<file path="config.mk">
export PLATFORM = sky130hd
export DESIGN_NAME = vram_arbiter
export DESIGN_NICKNAME = d
export VERILOG_FILES = /design/src/rtl/vram_arbiter.sv
export SDC_FILE = /design/constraint.sdc
export NUM_CORES = 1
export LEC_CHECK = 0
export ABC_AREA = 1
export CORE_MARGIN = 2
export CORE_UTILIZATION = 45
export CTS_BUF_LIST = sky130_fd_sc_hd__clkbuf_4 sky130_fd_sc_hd__clkbuf_8 sky130_fd_sc_hd__clkbuf_16
export CTS_CLUSTER_DIAMETER = 150
export DETAILED_ROUTE_END_ITERATION = 12
export GPL_TIMING_DRIVEN = 0
export PLACE_DENSITY = 0.87
export SYNTH_ARGS = -nofsm -noshare
export SYNTH_HDL_FRONTEND = slang
export SYNTH_SLANG_ARGS = --single-unit
</file>
<file path="constraint.sdc">
create_clock -name clk -period 1.6 [get_ports clk]
set_input_delay 0.32 -clock clk [delete_from_list [all_inputs] [get_ports clk]]
set_output_delay 0.32 -clock clk [all_outputs]
set_load 0.02 [all_outputs]
</file>
<file path="src/rtl/vram_arbiter.sv">
// Tile/brick-map RAM arbiter: fixed-priority scanout fetches, game-logic access in free slots,
// starvation-forced game grants, and a one-entry skid buffer for the displaced video fetch.
module vram_arbiter #(
    parameter int unsigned ADDR_W     = 10,
    parameter int unsigned DATA_W     = 8,
    parameter int unsigned STARVE_MAX = 4
) (
    input  logic              clk,
    input  logic              reset,
    input  logic              vid_req,
    input  logic [ADDR_W-1:0] vid_addr,
    output logic [DATA_W-1:0] vid_rdata,
    output logic              vid_rvalid,
    input  logic              gl_req,
    input  logic              gl_we,
    input  logic [ADDR_W-1:0] gl_addr,
    input  logic [DATA_W-1:0] gl_wdata,
    output logic              gl_ack,
    output logic [DATA_W-1:0] gl_rdata,
    output logic              gl_rvalid,
    output logic              ram_en,
    output logic              ram_we,
    output logic [ADDR_W-1:0] ram_addr,
    output logic [DATA_W-1:0] ram_wdata,
    input  logic [DATA_W-1:0] ram_rdata
);

    localparam logic [3:0] STARVE_LIM = 4'(STARVE_MAX);

    typedef enum logic [2:0] {
        G_IDLE,
        G_FORCE_GL,
        G_BUF_VID,
        G_NEW_VID,
        G_GL
    } grant_t;

    grant_t            grant;
    logic              gl_elig;
    logic              vid_grant;
    logic              gl_grant;

    logic              buf_full, buf_full_nxt;
    logic [ADDR_W-1:0] buf_addr, buf_addr_nxt;
    logic [3:0]        starve_cnt, starve_nxt;

    // Owner tags follow a read through the RAM address and data stages.
    logic              tag0_valid, tag0_vid;
    logic              tag1_valid, tag1_vid;

    always_comb begin
        gl_elig      = gl_req & ~gl_ack;
        grant        = G_IDLE;
        buf_full_nxt = buf_full;
        buf_addr_nxt = buf_addr;
        starve_nxt   = starve_cnt;

        if (gl_elig && starve_cnt == STARVE_LIM)
            grant = G_FORCE_GL;
        else if (buf_full)
            grant = G_BUF_VID;
        else if (vid_req)
            grant = G_NEW_VID;
        else if (gl_elig)
            grant = G_GL;

        vid_grant = (grant == G_BUF_VID) || (grant == G_NEW_VID);
        gl_grant  = (grant == G_FORCE_GL) || (grant == G_GL);

        // Draining and refilling in the same cycle leaves the buffer full with the new fetch.
        if (grant == G_BUF_VID)
            buf_full_nxt = 1'b0;
        if (vid_req && grant != G_NEW_VID) begin
            buf_full_nxt = 1'b1;
            buf_addr_nxt = vid_addr;
        end

        if (!gl_req || gl_grant)
            starve_nxt = '0;
        else if (gl_elig && starve_cnt < STARVE_LIM)
            starve_nxt = starve_cnt + 4'd1;
    end

    always_ff @(posedge clk) begin
        if (reset) begin
            buf_full   <= 1'b0;
            buf_addr   <= '0;
            starve_cnt <= '0;
            ram_en     <= 1'b0;
            ram_we     <= 1'b0;
            ram_addr   <= '0;
            ram_wdata  <= '0;
            gl_ack     <= 1'b0;
            tag0_valid <= 1'b0;
            tag0_vid   <= 1'b0;
            tag1_valid <= 1'b0;
            tag1_vid   <= 1'b0;
            vid_rvalid <= 1'b0;
            vid_rdata  <= '0;
            gl_rvalid  <= 1'b0;
            gl_rdata   <= '0;
        end else begin
            buf_full   <= buf_full_nxt;
            buf_addr   <= buf_addr_nxt;
            starve_cnt <= starve_nxt;

            ram_en <= (grant != G_IDLE);
            ram_we <= 1'b0;
            gl_ack <= gl_grant;
            case (grant)
                G_BUF_VID: ram_addr <= buf_addr;
                G_NEW_VID: ram_addr <= vid_addr;
                G_FORCE_GL, G_GL: begin
                    ram_addr <= gl_addr;
                    ram_we   <= gl_we;
                    if (gl_we)
                        ram_wdata <= gl_wdata;
                end
                default: ;
            endcase

            tag0_valid <= vid_grant | (gl_grant & ~gl_we);
            tag0_vid   <= vid_grant;
            tag1_valid <= tag0_valid;
            tag1_vid   <= tag0_vid;

            vid_rvalid <= tag1_valid & tag1_vid;
            gl_rvalid  <= tag1_valid & ~tag1_vid;
            if (tag1_valid && tag1_vid)
                vid_rdata <= ram_rdata;
            if (tag1_valid && !tag1_vid)
                gl_rdata <= ram_rdata;
        end
    end

endmodule

</file>
======== Word level (Yosys, flattened, before mapping) ========
Cells that the tools add are included.
operators by class
  add/sub/neg operators ................... 1
  $lt $le $gt $ge ......................... 1
  equal/unequal tests ..................... 6
  mux-type cells .......................... 7
  bitwise gates (word level) .............. 9
  reduce and logical (&&, ||, !) cells .... 17
operator list
  kind                 number
  $pmux 10 s3          1
  $mux 3               4
  $eq 3x2->1 const B   2
  $reduce_bool 3->1    2
  $reduce_or 2->1      3
  $logic_and 1x1->1    5
  $add 4x1->4 const B  1
  $and 1x1->1          4
  $eq 4x3->1 const B   1
  $lt 4x3->1 const B   1
  $not 1->1            4
  $eq 3x1->1 const B   1
  $eq 3x3->1 const B   1
  $logic_or 1x1->1     3
  $ne 3x2->1 const B   1
  $logic_not 1->1      2
  $mux 1               2
  $reduce_and 2->1     1
  $reduce_bool 2->1    1
  $or 1x1->1           1
storage, ports and cells
  register bits after elaboration ......... 58
  input bits .............................. 41
  output and inout bits ................... 39

======== Depth between registers and ports, before layout ========
  depth after elaboration ................. 10
  mapped depth ............................ 11
  mapped depth without buffers ............ 10

======== Worst setup path before layout ========
Ideal clock, no wire load.
  path kind ............................... register to register
  from .................................... register starve_cnt[0]
  to ...................................... register ram_addr[8]
  data arrival time ....................... 1.216 ns
  data required time ...................... 1.483 ns
  setup slack ............................. 0.267 ns
  cell stages (with the launch flop) ...... 12
  period minus slack after synthesis ...... 1.333 ns
  cells stage by stage .................... dfxtp_1 > inv_1 > ha_1 > nand2_1 > inv_1 > nand3_4 > nand2_2 > buf_4 > nand2_1 > nand3_1 > nor2_1 > nor2_1
on the way
  cells in the longest elaborated chain, start to end .. 6
  elaborated cells on any way between the ends .. 10
  those cells by class .................... 5 x eq/ne; 2 x mux; 3 x reduce/logical
RTL lines
  element                                           RTL line  RTL
  start, declared                                   45        logic [3:0] starve_cnt, starve_nxt;
  start signal, assigned                            105       starve_cnt <= starve_nxt;
  $eq 4x3->1 (*)                                    58        if (gl_elig && starve_cnt == STARVE_LIM)
  $logic_and 1x1->1 (*)                             58
  $mux 3 (*)                                        58
  $eq 3x1->1 or $eq 3x3->1 (tied branches)          110       case (grant)
  $reduce_or 2->1                                   110
  $pmux 10 s3 or $reduce_bool 3->1 (tied branches)  --
  end signal, assigned                              111       G_BUF_VID: ram_addr <= buf_addr;
  end signal, assigned                              112       G_NEW_VID: ram_addr <= vid_addr;
  end signal, assigned                              114       ram_addr <= gl_addr;
  end, declared                                     23        output logic [ADDR_W-1:0] ram_addr,
Every way passes the cells marked *; elsewhere a longest branch is shown, timed or not.
A chain may end at the register's enable or synchronous reset.

======== Worst setup path after layout ========
  from .................................... register vid_rvalid
  to ...................................... output port vid_rvalid
RTL lines
  element                 RTL line  RTL
  start, declared         13        output logic vid_rvalid,
  start signal, assigned  127       vid_rvalid <= tag1_valid & tag1_vid;
No word-level cell between the ends.

==> metrics.csv <==
stage;metric;value;unit
route;drc_errors;0;
synth;syn_nets;352;
power_and_ir_drop;vdd_drop_max;554;uV
cells_and_area;finish.utilization;68.2;%
critical_path;critical_path_arrival;1.22;ns
status;status;finished clean;
route;drtIter0Drc;119;
floorplanning;initial_core_util;45.9;%
critical_path;crit_path_cell_trace;clkdlybuf4s50_1;
sta;clock_skew;0.00691;ns
synth;ys_warn_count;0;
critical_path;cp-start-kind;flop;
critical_path;crit_path_max_incr_delay;0.59;ns
sta;rsz0062_at_grt;false;
hold_path;min_path_type;in -> reg;
route;via_per_inst;4.90;
sta;min_period;1.54;ns
floorplanning;die_area;5730;um^2
cells_and_area;nNetsFinal;440;
route;wirelength;5900;um
place;gp_congestion;0.823;
route;route.vias.total;2307;
synth;synth_edf_count;0;
sta;fmax;0.650;GHz
floorplanning;die_w;75.7;um
power_and_ir_drop;combPwrFrac;14.8;%
clock_tree;cts_buffers;9;
clock_tree;clock_sinks;58;
power_and_ir_drop;p_leak;1.83;nW
critical_path;r2r_end;ram_addr[8];
sta;period_share;96.1;%
floorplanning;die_height;75.7;um
critical_path;worst-r2r-cell-count;11;
flow_run;cap_viol_max_count;0;
route;dr.pass1.iters;4;
clock_tree;clockBufferDepth;2;
critical_path;cp_max_fo;1;
sta;whs;0.303;ns
global_route;gr-usage-met2;36.5;%
critical_path;cp-end-kind;primary output;
place;place_area;3170;um^2
synth;netlist_instances;309;
power_and_ir_drop;p_clk_share;40.1;%
sta;relSlewSlack;66.9;%
cells_and_area;final_common_cell;nor2_1;
synth;avgSynthCellArea;7.48;um^2
floorplanning;boundaryPins;80;
place;dp_hpwl;4200;um
sta;hold_viol_final;0;
critical_path;reg2reg_from;starve_cnt[0];
hold_path;holdPathEnd;buf_addr[9];
cells_and_area;multi_input_area;987;um^2
sta;tightest_slew;0.496;ns
cells_and_area;fin_area;3440;um^2
global_route;gr-total-overflow;0;
synth;syn_area;2310;um^2
route;detail_route.wl_per_cell;12.5;um
critical_path;r2r_setup_slack;0.15;ns
synth;synthArstFlopShare;0;%
route;ant_nets;0;
global_route;globalRouteMet1Util;24.1;%
cells_and_area;seq_area;1160;um^2
synth;ys_ff_latch;58;
global_route;grt_pass1_vias;2120;
clock_tree;ctsHtreeMaxLevel;3;
global_route;gr-max-usage-layer;met2;
critical_path;critPathTopFamily;buffers and inverters;
cells_and_area;layout_common_cells;75 x nor2_1, 56 x dfxtp_1, 42 x clkdlybuf4s50_1;
global_route;met3_usage;7.28;%
sta;tns;0;ns
cells_and_area;drive_gt1_share;8.48;%
critical_path;critPathSlowestCell;clkdlybuf4s50_1;
global_route;antenna_found_initial;0;
global_route;grt_first_pass_wirelength;9090;um
floorplanning;num_rows;26;
power_and_ir_drop;p_per_area;1000;nW/um^2
sta;slew_viol_final;0;
clock_tree;clk_pin_slew_worst_paths;0.06;ns
clock_tree;cts_tree;done;
clock_tree;hold_buffers;0;
cells_and_area;antenna_cells;0;
synth;synth-main-ff-cell;dfxtp_1;
synth;yosysSeqAreaShare;50.2;%
clock_tree;root_buffer;clkbuf_8;
critical_path;crit_required;1.28;ns
floorplanning;core_area;5040;um^2
global_route;grt_max_degree;11;
synth;ys_types;22;
power_and_ir_drop;intPower;2.61;mW
power_and_ir_drop;p_sw;0.840;mW
sta;setup_viol;0;
power_and_ir_drop;seq_power_share;45.0;%
global_route;grt_usage;21.2;%
place;numPortBuffers;77;
cells_and_area;fillers;384;
hold_path;min_path_cells;2;
hold_path;hold_path_startpoint;reset;
cells_and_area;area_growth;48.8;%
power_and_ir_drop;p_sw_share;24.4;%
critical_path;critical_path_class;reg -> out;
clock_tree;insertion_delay;0.33;ns
critical_path;critPathBufInv;1;
==> state kept, by name, indices dropped and copies added (netlist names) <==
register	count
starve_cnt	4
ram_we	1
gl_rdata	8
ram_wdata	8
ram_en	1
tag1_vid	1
tag0_valid	1
gl_ack	1
gl_rvalid	1
vid_rdata	8
vid_rvalid	1
ram_addr	10
tag1_valid	1
buf_addr	10
tag0_vid	1
buf_full	1
==> final cells by class <==
cell class                      count  area share [%]
Sequential cell                    58            33.8
Inverter                           24            2.62
Tap cell                           70            2.55
Clock inverter                      2            1.02
Multi-Input combinational cell    212            28.7
Buffer                             15            2.44
Clock buffer                       13            5.02
Timing Repair Buffer               77            23.9
==> metrics by stage <==
stage / setup WS, ns / total power, mW / cells
2_1_floorplan: 0.267 / 1.85 / 309
3_3_place_gp: -0.176 / 2.09 / 456
3_5_place_dp: -0.207 / 2.10 / 456
4_1_cts: 0.0000253 / 3.47 / 471
5_1_grt: 0.0103 / 3.58 / 471
6_report: 0.0621 / 3.45 / 471
==> power by group through the flow <==
stage	Clock (mW)	Combinational (mW)	Sequential (mW)
after floorplan	0	0.205	1.64
after global placement	0	0.509	1.58
after detailed placement	0	0.520	1.58
after CTS	1.41	0.512	1.55
after global routing	1.46	0.562	1.56
final	1.38	0.511	1.55
==> repair_timing <==
item	4_1_cts	5_1_grt
resized for setup	10	31
pin swaps	0	0
setup endpoints to repair	10	49
hold endpoints to repair	0	0
setup buffers	0	0
==> layer usage <==
metal / vias up / wire [um] / share of wire [%]
met4: 0 / 70 / 1.2
met5: - / 0 / 0
li1: 1170 / - / -
met3: 8 / 411 / 7.0
met1: 1047 / 2440 / 41
met2: 82 / 2980 / 50
==> synth_stat cells (all sizes together), types with 2 or more instances <==
cell type	instances	area, um^2
a21oi	22	110
buf	10	62.6
clkbuf	5	18.8
dfxtp	58	1160
ha	2	25.0
inv	23	86.3
nand2	39	154
nand3	41	218
nor2	77	305
o21ai	27	135
==> worst reg2reg max path, cell delays in order (launching register included) <==
cell and delay (ns):
dfxtp_2 0.34, inv_1 0.04, ha_1 0.18, nand2_1 0.06, inv_1 0.07, nand3_4 0.11, nand2_2 0.07, buf_4 0.17
nand2_1 0.07, nand3_1 0.07, nor2_1 0.11, nor2_1 0.05
==> kinds of logic (layout without fill, tap and decap cells) <==
logic type / after synthesis / in the layout / share of synthesized area [%]
compound gates: 50 / 50 / 10.9
xor+xnor: 1 / 1 / 0.379
fa+ha+maj: 2 / 2 / 1.08
buf+inv: 39 / 131 / 7.41
flops: 58 / 58 / 50.2
simple gates: 159 / 159 / 30.0
==> how the worst max path moves through the flow <==
stage	start	endpoint	slack, ns	depth (start not counted)
final	vid_rvalid	vid_rvalid	0.06	1
after global routing	ram_we	ram_we	0.01	1
after floorplan	starve_cnt[0]	ram_addr[8]	0.27	11
after global placement	gl_req	ram_wdata[2]	-0.18	9
after CTS	gl_rdata[6]	gl_rdata[6]	0.00003	1
after detailed placement	gl_req	ram_wdata[0]	-0.21	9
No activity file was read; power rests on OpenSTA's default activity.
